**src/rtl/serial_sub_pkg.sv**
```systemverilog
// Shared types and helpers for the bit-serial subtraction controller.
package serial_sub_pkg;

    typedef enum logic [1:0] {
        IDLE = 2'd0,
        RUN  = 2'd1,
        DONE = 2'd2
    } state_e;

    // Bit-index counter width; a 1-bit operand still needs a 1-bit counter.
    function automatic int cw_of(input int w);
        return (w <= 1) ? 1 : $clog2(w);
    endfunction

endpackage

```
**src/rtl/full_sub_cell.sv**
```systemverilog
// Combinational 1-bit full subtractor: d = a - b - bin, bout is the borrow out.
module full_sub_cell (
    input  logic a,
    input  logic b,
    input  logic bin,
    output logic d,
    output logic bout
);

    assign d    = a ^ b ^ bin;
    assign bout = (~a & b) | (~(a ^ b) & bin);

endmodule

```
**src/rtl/serial_sub_ctrl.sv**
```systemverilog
// Bit-serial W-bit subtractor: one full_sub_cell stepped LSB-first, valid/ready on both sides.
// Optional SERIAL_SUB_OVF_EN adds a registered signed-overflow output (ovf).
module serial_sub_ctrl
    import serial_sub_pkg::*;
#(
    parameter int W = 8
) (
    input  logic         clk,
    input  logic         rst_n,
    input  logic         start_valid,
    output logic         start_ready,
    input  logic [W-1:0] a,
    input  logic [W-1:0] b,
    input  logic         borrow_in,
    output logic         done_valid,
    input  logic         done_ready,
    output logic [W-1:0] diff,
    output logic         borrow_out,
`ifdef SERIAL_SUB_OVF_EN
    output logic         ovf,
`endif
    output logic         busy
);

    localparam int CW = cw_of(W);

    state_e        state_q, state_d;
    logic [W-1:0]  sa_q, sa_d;
    logic [W-1:0]  sb_q, sb_d;
    logic [W-1:0]  diff_q, diff_d;
    logic [CW-1:0] idx_q, idx_d;
    logic          br_q, br_d;
    logic          bout_q, bout_d;
    logic          cell_d, cell_bout;
`ifdef SERIAL_SUB_OVF_EN
    logic          ovf_q, ovf_d;
`endif

    full_sub_cell u_cell (
        .a    (sa_q[0]),
        .b    (sb_q[0]),
        .bin  (br_q),
        .d    (cell_d),
        .bout (cell_bout)
    );

    always_comb begin
        state_d = state_q;
        sa_d    = sa_q;
        sb_d    = sb_q;
        diff_d  = diff_q;
        idx_d   = idx_q;
        br_d    = br_q;
        bout_d  = bout_q;
`ifdef SERIAL_SUB_OVF_EN
        ovf_d   = ovf_q;
`endif
        case (state_q)
            IDLE: begin
                if (start_valid) begin
                    state_d = RUN;
                    sa_d    = a;
                    sb_d    = b;
                    br_d    = borrow_in;
                    idx_d   = '0;
                    diff_d  = '0;
                end
            end
            RUN: begin
                // Written as shift-and-or so the W=1 case needs no special slice.
                diff_d = (diff_q >> 1) | (W'(cell_d) << (W - 1));
                sa_d   = sa_q >> 1;
                sb_d   = sb_q >> 1;
                br_d   = cell_bout;
                idx_d  = idx_q + CW'(1);
                if (idx_q == CW'(W - 1)) begin
                    state_d = DONE;
                    bout_d  = cell_bout;
`ifdef SERIAL_SUB_OVF_EN
                    // br_q is the borrow entering the MSB on this last step.
                    ovf_d   = br_q ^ cell_bout;
`endif
                end
            end
            DONE: begin
                if (done_ready) state_d = IDLE;
            end
            default: state_d = IDLE;
        endcase
    end

    always_ff @(posedge clk or negedge rst_n) begin
        if (!rst_n) begin
            state_q <= IDLE;
            sa_q    <= '0;
            sb_q    <= '0;
            diff_q  <= '0;
            idx_q   <= '0;
            br_q    <= 1'b0;
            bout_q  <= 1'b0;
`ifdef SERIAL_SUB_OVF_EN
            ovf_q   <= 1'b0;
`endif
        end else begin
            state_q <= state_d;
            sa_q    <= sa_d;
            sb_q    <= sb_d;
            diff_q  <= diff_d;
            idx_q   <= idx_d;
            br_q    <= br_d;
            bout_q  <= bout_d;
`ifdef SERIAL_SUB_OVF_EN
            ovf_q   <= ovf_d;
`endif
        end
    end

    assign start_ready = (state_q == IDLE);
    assign done_valid  = (state_q == DONE);
    assign busy        = (state_q != IDLE);
    assign diff        = diff_q;
    assign borrow_out  = bout_q;
`ifdef SERIAL_SUB_OVF_EN
    assign ovf         = ovf_q;
`endif

endmodule

```
**config.mk**
```make
export PLATFORM = sky130hd
export DESIGN_NAME = serial_sub_ctrl
export DESIGN_NICKNAME = d
export VERILOG_FILES = /design/src/rtl/serial_sub_pkg.sv /design/src/rtl/full_sub_cell.sv /design/src/rtl/serial_sub_ctrl.sv
export SDC_FILE = /design/constraint.sdc
export NUM_CORES = 1
export LEC_CHECK = 0
export ABC_AREA = 0
export BUFFER_PORTS_ARGS = -buffer_cell sky130_fd_sc_hd__buf_2
export CORE_ASPECT_RATIO = 1.5
export CORE_MARGIN = 10
export CORE_UTILIZATION = 30
export CTS_CLUSTER_SIZE = 14
export DETAILED_ROUTE_END_ITERATION = 10
export HOLD_SLACK_MARGIN = 0.1
export MAX_ROUTING_LAYER = met4
export PLACE_DENSITY = 0.58
export SLEW_MARGIN = 40
export SYNTH_ARGS = -nofsm -noshare
export SYNTH_HDL_FRONTEND = slang
export SYNTH_SLANG_ARGS = --single-unit
```
**constraint.sdc**
```tcl
create_clock -name clk -period 1.8 [get_ports clk]
set_clock_uncertainty 0.15 [all_clocks]
set_input_delay 0.36 -clock clk [delete_from_list [all_inputs] [get_ports clk]]
set_output_delay 0.36 -clock clk [all_outputs]
set_load 0.005 [all_outputs]
```
==> summary.md, run 1 <==
| Metric | Value |
|---|---|
| Worst IR drop on VDD | ~0.0006 V |
| Clock share of power | 22.1% |
| H-Tree Depth | 2 |
| CP Capture Type | primary output |
| EDFF count, synth | 0 |
| Final WL | about 3400 um |
| Drc violations | 0 |
| Layout cell share with drive strength beyond 1 | ~37% |
| Row count | 31 |
| WHS Path Cells | 2 |
| Final TNS setup | 0 ns |
| First-pass GRT wire length | approximately 5600 um |
| Seq/Total Area, Yosys | a little over half |
| Initial antenna violation count | 0 |
| Crit path launch type | flip-flop |
| Int Pwr | slightly above 2 mW |
| Vias/cell | between 4 and 5 |
| Slew Viols, Final | 0 |
| Iteration-0 DRC count of the detailed router | 27 |
| Synthesized instance count | ~120 |
| Data arrival, critical path | about 1.2 ns |
| Final Hold Fails | 0 |
| Register bit total from synthesis | 31 |
| Gr usage total | under 10% |
| Sw Ratio | about a third |
| Number of global-route vias before repair | about 1200 |
| Hpwl dp | about 2500 um |
| Nets | 176 |
| Pwr dens | 1800 mW/mm^2 |
| Avg WL per Cell | 15.5 um |
| WP data required | between 1 and 1.5 ns |
| Area growth syn-to-layout | 20.8% |
| Worst Tran Pin Value | a little over 0.7 ns |
| Ys async rst share | 100% |
| Switching pwr | between 1 and 1.5 mW |
| IO buf count | 32 |
| Combinational fraction of design power | 37.3% |
| Top_reg_cell synth | dfrtp_1 |
| TritonCTS buffer count | 5 |
| R2R setup slack | 0.38 ns |
| Placed Area | between 0.0015 and 0.002 mm^2 |
| WS Path Type | reg -> out |
| Leak | 0.813 nW |
| CORE AREA | around 0.0048 mm^2 |
| Post-layout minimum cycle time | 1.71 ns |
| Clock buffer depth | 2 |
| Post-layout util | between 30% and 40% |
| Max cap viols | 0 |
| Chip height | between 100 and 150 um |
| Via count | 1057 |
| I/O Pins | 33 |
| Die width | ~77 um |
| RR Startpoint | state_q[1] |
| RSZ-0062 raised after global routing | false |
| Routed Antenna Nets | 0 |
| Final Cycle Share | between 90% and 100% |
| CTS tree | yes |
| Status | finished, final reports clean |
| Final instance area | 0.00176 mm^2 |
| Die area | slightly above 0.008 mm^2 |
| Hold slack | between 0.1 and 0.15 ns |
| Number of fill cells | around 480 |
| Seq pwr share | 40.7% |
| Reg2reg path depth | 4 |
| ANT cells | 0 |
| Crit path max fanout | 12 |
| Clock root buffer | clkbuf_8 |
| Cell variety after synth | 30 |
| Syn Nets | 143 |
| Synth Warn # | 0 |
| Worst Min Path Start | done_ready |
| Hold Crit Endpoint | state_q[1] |
| Starting density of the core | between 30% and 40% |
| Fmax | slightly below 600 MHz |
| Drt pass-1 iters | 4 |
| # setup viols final | 0 |
| Total grt overflow | 0 |
| Avg Cell Area, Syn | 12.2 um^2 |
| Relative slew slack | a little over half |
| Hold/Removal Path Class | in -> reg |
| Worst r2r dst | diff[1] |
| Largest net degree at the start of global routing | 32 |
| Clk sinks | 31 |
| Placer Congestion | around 0.75 |
| Worst-path clk slew | approximately 0.07 ns |
| Mapped cell area | roughly 0.0015 mm^2 |
| Skew-Pair Late Insertion Delay | about 0.28 ns |
## kinds of logic after synthesis
logic type / count (synthesis) / synth area share, %
compound gates: 52 / 26.4
flops: 31 / 53.3
simple gates: 18 / 9.89
buf+inv: 15 / 7.31
fa+ha+maj: 3 / 3.10
## worst max-delay path, stage by stage (launching register included)
cell	delay (ns)
dfrtp_2	0.50
nor2_2	0.23
inv_1	0.05
buf_2	0.12
## power by group through the flow
stage | Clock [mW] | Combinational, mW | Sequential [mW]
after detailed placement | 0 | 1.20 | 1.29
after CTS | 0.717 | 1.20 | 1.28
final | 0.699 | 1.18 | 1.29
after global placement | 0 | 1.16 | 1.28
after floorplan | 0 | 1.01 | 1.20
after global routing | 0.748 | 1.32 | 1.33
## state kept, by name, summed over array words and instances, names as in the netlist
signal      cells
sb_q            8
br_q            1
sa_q            8
state_q         2
diff            8
borrow_out      1
idx_q           3
## cells in the final DEF, fill, tap and decap left out, drive strengths merged, types with 2 or more instances in the layout
| cell | n |
|---|---|
| buf | 34 |
| dfrtp | 31 |
| o22ai | 20 |
| a22o | 10 |
| a21oi | 9 |
| a2bb2oi | 6 |
| clkbuf | 6 |
| inv | 6 |
| nor2 | 5 |
| nand2b | 4 |
| o21ai | 3 |
| nand2 | 3 |
| nand3b | 2 |
| nand3 | 2 |
| ha | 2 |
## final cells by class
| class | instances | area (um^2) | share of cell area, % |
|---|---|---|---|
| Sequential cell | 31 | 777 | 44.2 |
| Multi-Input combinational cell | 73 | 573 | 32.6 |
| Timing Repair Buffer | 35 | 185 | 10.5 |
| Clock buffer | 6 | 82.6 | 4.70 |
| Tap cell | 66 | 82.6 | 4.70 |
| Clock inverter | 2 | 35.0 | 1.99 |
| Inverter | 6 | 22.5 | 1.28 |
## cell usage after synthesis, types with 2 or more instances
master	number	area share (%)
dfrtp_1	31	53
o22ai_1	20	8.6
a22o_1	10	6.0
a21oi_1	8	2.8
a2bb2oi_1	6	3.6
buf_6	5	3.9
inv_1	4	1.0
buf_4	3	1.5
nand2b_1	3	1.3
o21ai_0	3	1.0
ha_1	2	1.7
inv_2	2	0.52
nand2_1	2	0.52
nand3_1	2	0.69
nand3b_1	2	1.0
nor2_1	2	0.52
## what timing repair did
action,in CTS,in global routing
buffers inserted,0,0
gates resized for setup,0,1
setup endpoints to repair,0,2
hold buffers,1,0
endpoints found under the hold margin,31,0
## layer usage
layer  track usage (%)  part of all wire, %  up-vias
met4              3.20                  1.5        0
met3              2.30                  2.4        6
met5                 -                    0        -
met2              14.4                   50       26
met1              9.86                   46      508
li1                  -                    -      517
## through the flow
stage	power, mW	cells	setup WS (ns)
after detailed placement	2.49	210	0.276
final	3.17	219	0.0879
after CTS	3.20	219	0.00413
after floorplan	2.21	119	0.460
after global placement	2.43	210	0.326
after global routing	3.40	219	0.0203
## worst max path at each step
stage / slack [ns] / to / from
2_1_floorplan: 0.46 / diff[7] / br_q
3_3_place_gp: 0.33 / busy / state_q[0]
3_5_place_dp: 0.28 / sb_q[5] / state_q[0]
4_1_cts: 0.004 / busy / state_q[0]
5_1_grt: 0.02 / busy / state_q[0]
6_report: 0.09 / busy / state_q[0]
No activity file was read; power rests on OpenSTA's default activity.
==> run 2, diff against run 1 <==
- CORE_UTILIZATION: 30 -> 35
- PLACE_DENSITY: 0.58 -> 0.65
==> run 2 against run 1 <==
Net effect:
- sequential share of layout area up 0.41 points
- design area shrank 0.93%
- clock power grew 1%
- via count increased by 1.4%
- non-clock buffer count grew 1
- register-to-register slack improved by 0.04 ns
- clock-buffer cell count unchanged
- critical path type unchanged
- largest power group unchanged
==> summary.md, run 2 (synthesized netlist as in run 1, its figures left out) <==
| Metric | Value |
|---|---|
| Worst Tran Pin Value | roughly 0.68 ns |
| Via count | around 1100 |
| Drt pass-1 iters | 4 |
| Placer Congestion | just under 0.8 |
| Clock root buffer | clkbuf_8 |
| Routed Antenna Nets | 0 |
| First-pass GRT wire length | approximately 5600 um |
| WP data required | about 1.3 ns |
| IO buf count | 32 |
| Number of global-route vias before repair | between 1000 and 1500 |
| Commonest non-fill, non-tap cell in the layout | buf_2 |
| WHS Path Cells | 3 |
| ANT cells | 0 |
| Iteration-0 DRC count of the detailed router | 81 |
| Slew Viols, Final | 0 |
| Row count | 28 |
| CP Capture Type | primary output |
| Hold Crit Endpoint | sb_q[7] |
| Die width | between 70 and 80 um |
| Max cap viols | 0 |
| Starting density of the core | around 36% |
| Status | finished, final reports clean |
| Clock buffer depth | 2 |
| Die area | a little over 0.007 mm^2 |
| CORE AREA | ~0.0040 mm^2 |
| CTS tree | yes |
| Gr usage total | about 10% |
| Area growth syn-to-layout | 19.7% |
| Leak | around 0.82 nW |
| Crit path max fanout | 12 |
| Relative slew slack | a little over half |
| Drc violations | 0 |
| Worst-path clk slew | 0.07 ns |
| Hold/Removal Path Class | in -> reg |
| Hpwl dp | approximately 2400 um |
| Global route hottest layer | met2 |
| WS Path Type | reg -> out |
| Reg2reg path depth | 3 |
| Met3 Use GR | around 3.7% |
| Placed Area | between 0.0015 and 0.002 mm^2 |
| Final Cycle Share | between 90% and 100% |
| H-Tree Depth | 2 |
| I/O Pins | 33 |
| Avg WL per Cell | 16.7 um |
| Multi-input gate area | 573 um^2 |
| Final WL | around 3300 um |
| Met2 global-route usage | 15.5% |
| Number of fill cells | about 400 |
| Initial antenna violation count | 0 |
| Worst IR drop on VDD | 0.00108 V |
| # setup viols final | 0 |
| Skew-Pair Late Insertion Delay | between 0.2 and 0.3 ns |
| Worst r2r dst | diff[7] |
| Largest net degree at the start of global routing | 32 |
| Seq. cell area | approximately 800 um^2 |
| Fmax | just under 600 MHz |
| Final instance area | around 0.0017 mm^2 |
| RR Startpoint | br_q |
| Chip height | just under 100 um |
| Total grt overflow | 0 |
| Vias/cell | roughly 5.4 |
| Post-layout util | 43.6% |
| Final TNS setup | 0 ns |
| Met1 Resource Use GR | 11.1% |
| TritonCTS buffer count | 5 |
| R2R setup slack | between 0.4 and 0.5 ns |
| Most frequent cells in the layout | buf_2 (32), dfrtp_1 (30), o22ai_1 (20) |
| Layout cell share with drive strength beyond 1 | roughly 37% |
| Crit path launch type | flip-flop |
| Pwr dens | around 1800 mW/mm^2 |
| Nets | approximately 180 |
| Worst Min Path Start | b[7] |
| RSZ-0062 raised after global routing | false |
| Post-layout minimum cycle time | around 1.7 ns |
| Clk sinks | 31 |
| Data arrival, critical path | between 1 and 1.5 ns |
| Final Hold Fails | 0 |
run 2: changes by cell type in the layout (fill, tap and decap cells not counted):
cell | previous run | this run
dlygate4sd3_1 | 1 | 2
run 2: timing repair:
| action | 4_1_cts | 5_1_grt |
|---|---|---|
| hold endpoints to repair | 32 | 0 |
| hold buffers | 2 | 0 |
| setup endpoints to repair | 1 | 0 |
| buffers inserted | 0 | 0 |
| resized for setup | 1 | 0 |
run 2: how the worst max path moves through the flow:
| stage | slack, ns | cells past startpoint | from | end |
|---|---|---|---|---|
| 6_report | 0.08 | 3 | state_q[0] | busy |
| 2_1_floorplan | 0.46 | 3 | br_q | diff[7] |
| 3_3_place_gp | 0.34 | 2 | state_q[0] | sb_q[5] |
| 4_1_cts | 0.07 | 3 | state_q[0] | busy |
| 3_5_place_dp | 0.30 | 2 | state_q[0] | sb_q[5] |
| 5_1_grt | 0.02 | 3 | state_q[0] | busy |
run 2: worst max-delay path, cell delays in order, from the launching register on:
cell     delay, ns
dfrtp_2       0.51
nor2_2        0.23
inv_1         0.05
buf_2         0.12
run 2: power breakdown:
part | internal [mW] | switching (mW)
clock | 0.447 | 0.261
combinational | 0.607 | 0.574
sequential | 1.02 | 0.260
run 2: per-stage QoR:
stage	hold slack [ns]	std cells	setup WS [ns]	total power, mW
global placement	0.272	189	0.345	2.43
floorplan	-0.0856	119	0.460	2.21
finish	0.145	199	0.0822	3.17
CTS	0.142	199	0.0742	3.21
detailed placement	0.289	189	0.301	2.49
global route	0.162	199	0.0176	3.42
run 2: routing by layer:
layer,vias to the layer above,wire length (um)
li1,520,-
met1,521,1460
met2,22,1630
met3,9,158
met4,0,72
met5,-,0
run 2: area by class of cell:
cell class	count	area share, %
sequential	31	44.6
multi-input combinational	73	32.9
timing repair buffer	36	11.2
clock buffer	6	4.74
tap	45	3.23
clock inverter	2	2.01
inverter	6	1.29
==> run 3, diff against run 2 <==
- PLACE_DENSITY: 0.65 -> 0.55
- RECOVER_POWER: not set -> 100
==> run 3 against run 2 <==
Net effect:
- first-iteration DRC count down 52%
- critical path depth unchanged
- highest routed layer unchanged
- combinational power down 7%
- sequential share of layout area up 1.4 points
- clock power down 0.8%
==> summary.md, run 3 (synthesized netlist as in run 1, its figures left out) <==
| Metric | Value |
|---|---|
| Status | finished, final reports clean |
| Crit path launch type | flip-flop |
| Die width | 72.6 um |
| # setup viols final | 0 |
| Area growth syn-to-layout | 16.3% |
| Vias/cell | 5.44 |
| Worst IR drop on VDD | 0.000861 V |
| CTS tree | yes |
| Iteration-0 DRC count of the detailed router | 39 |
| Hpwl dp | roughly 2400 um |
| WS Path Type | reg -> reg |
| Largest net degree at the start of global routing | 32 |
| Multi-input gate area | around 540 um^2 |
| Post-Place Cells | approximately 190 |
| Clock root buffer | clkbuf_8 |
| TritonCTS buffer count | 5 |
| Die area | 0.00719 mm^2 |
| H-Tree Depth | 2 |
| Placer Congestion | 0.752 |
| WP data required | 1.87 ns |
| Via count | approximately 1100 |
| Crit path max fanout | 12 |
| Starting density of the core | between 30% and 40% |
| Data arrival, critical path | 1.72 ns |
| Pwr dens | between 1500 and 2000 mW/mm^2 |
| Number of fill cells | 411 |
| Power Total | ~3.1 mW |
| Hold slack | ~0.18 ns |
| RSZ-0062 raised after global routing | false |
| CP peak stage delay | 0.52 ns |
| CP Capture Type | flip-flop |
| ANT cells | 0 |
| Fmax | about 610 MHz |
| Initial antenna violation count | 0 |
| Routed Antenna Nets | 0 |
| Final WL | between 3000 and 4000 um |
| Worst Path Buf+Inv | 0 |
| Drc violations | 0 |
| Avg WL per Cell | 17.4 um |
| Final TNS setup | 0 ns |
| Clk sinks | 31 |
| I/O Pins | 33 |
| Seq. cell area | a little under 800 um^2 |
| Slowest-stage cell, CP | nor2_1 |
| Clock buffer depth | 2 |
| Final Hold Fails | 0 |
| Crit path cell chain | nor2_1 -> nor2_1 -> o221a_2 |
| Post-route insts no fill | around 200 |
| Row count | 28 |
| Max cap viols | 0 |
| CORE AREA | between 0.003 and 0.004 mm^2 |
| Layout cell share with drive strength beyond 1 | 28.1% |
| Worst Tran Pin Value | about 0.77 ns |
| Nets | approximately 180 |
| Relative slew slack | between 40% and 50% |
| Post-layout minimum cycle time | around 1.6 ns |
| Gr usage total | 10.3% |
| Chip height | 99.0 um |
| Total grt overflow | 0 |
| Skew-Pair Late Insertion Delay | approximately 0.28 ns |
| Hold/Removal Path Class | in -> reg |
| Commonest non-fill, non-tap cell in the layout | dfrtp_1 |
| Leak | 0.755 nW |
| IO buf count | 32 |
| Most frequent cells in the layout | dfrtp_1 (29), o22ai_1 (20), buf_2 (20) |
| Worst path most repeated cell | nor2_1 |
| Drt pass-1 iters | 4 |
| Number of global-route vias before repair | roughly 1100 |
| Slew Viols, Final | 0 |
| Top delay family on crit path | simple AND/OR/NAND/NOR gates |
| Final Cycle Share | about nine tenths |
| First-pass GRT wire length | about 5700 um |
| Worst-path clk slew | 0.07 ns |
## run 3: what timing repair did
| item | CTS | global route |
|---|---|---|
| hold buffers | 2 | 0 |
| endpoints found under the setup margin | 2 | 2 |
| gates resized for setup | 2 | 1 |
| buffers inserted | 0 | 0 |
| endpoints found under the hold margin | 32 | 0 |
## run 3: metal layers
layer,vias to the layer above,wire length [um],track usage (%)
met1,532,1530,11.9
li1,515,-,-
met4,0,71,5.28
met5,-,0,-
met3,6,145,3.51
met2,24,1700,15.3
## run 3: where the power goes
part | switching [mW] | internal [mW] | total (mW)
sequential | 0.274 | 1.02 | 1.29
clock | 0.255 | 0.447 | 0.703
combinational | 0.552 | 0.552 | 1.10
total | 1.08 | 2.02 | 3.10
## run 3: path summary, 6_finish.rpt
kind / slack (ns) / end / depth (start not counted) / startpoint
setup / recovery: 0.16 / sb_q[5] / 3 / state_q[0]
hold / removal: 0.18 / sb_q[7] / 3 / b[7]
setup reg to reg: 0.16 / sb_q[5] / 3 / state_q[0]
hold reg to reg: 0.33 / borrow_out / 2 / borrow_out
max in group asynchronous: 0.42 / state_q[1] / 2 / rst_n
min in group asynchronous: 0.54 / sa_q[3] / 2 / rst_n
## run 3: worst reg2reg max path, stage by stage (launching register included)
cell     delay (ns)
dfrtp_2        0.51
nor2_1         0.10
nor2_1         0.52
o221a_2        0.31
## run 3: layout make-up
cell class              count  share of cell area [%]
clock inverters             2                    2.07
multi-input cells          73                    32.1
inverters                   6                    1.33
flip-flops and latches     31                    46.0
repair buffers             35                    10.3
clock buffers               6                    4.88
well taps                  45                    3.33
## run 3: metrics by stage
stage | utilization (%) | setup WS, ns | area, um^2
floorplan | - | 0.460 | 1460
global route | 42.4 | 0.0649 | 1690
global placement | 39.9 | 0.310 | 1600
finish | 42.4 | 0.157 | 1690
CTS | 43.5 | 0.0567 | 1740
detailed placement | 39.9 | 0.284 | 1600
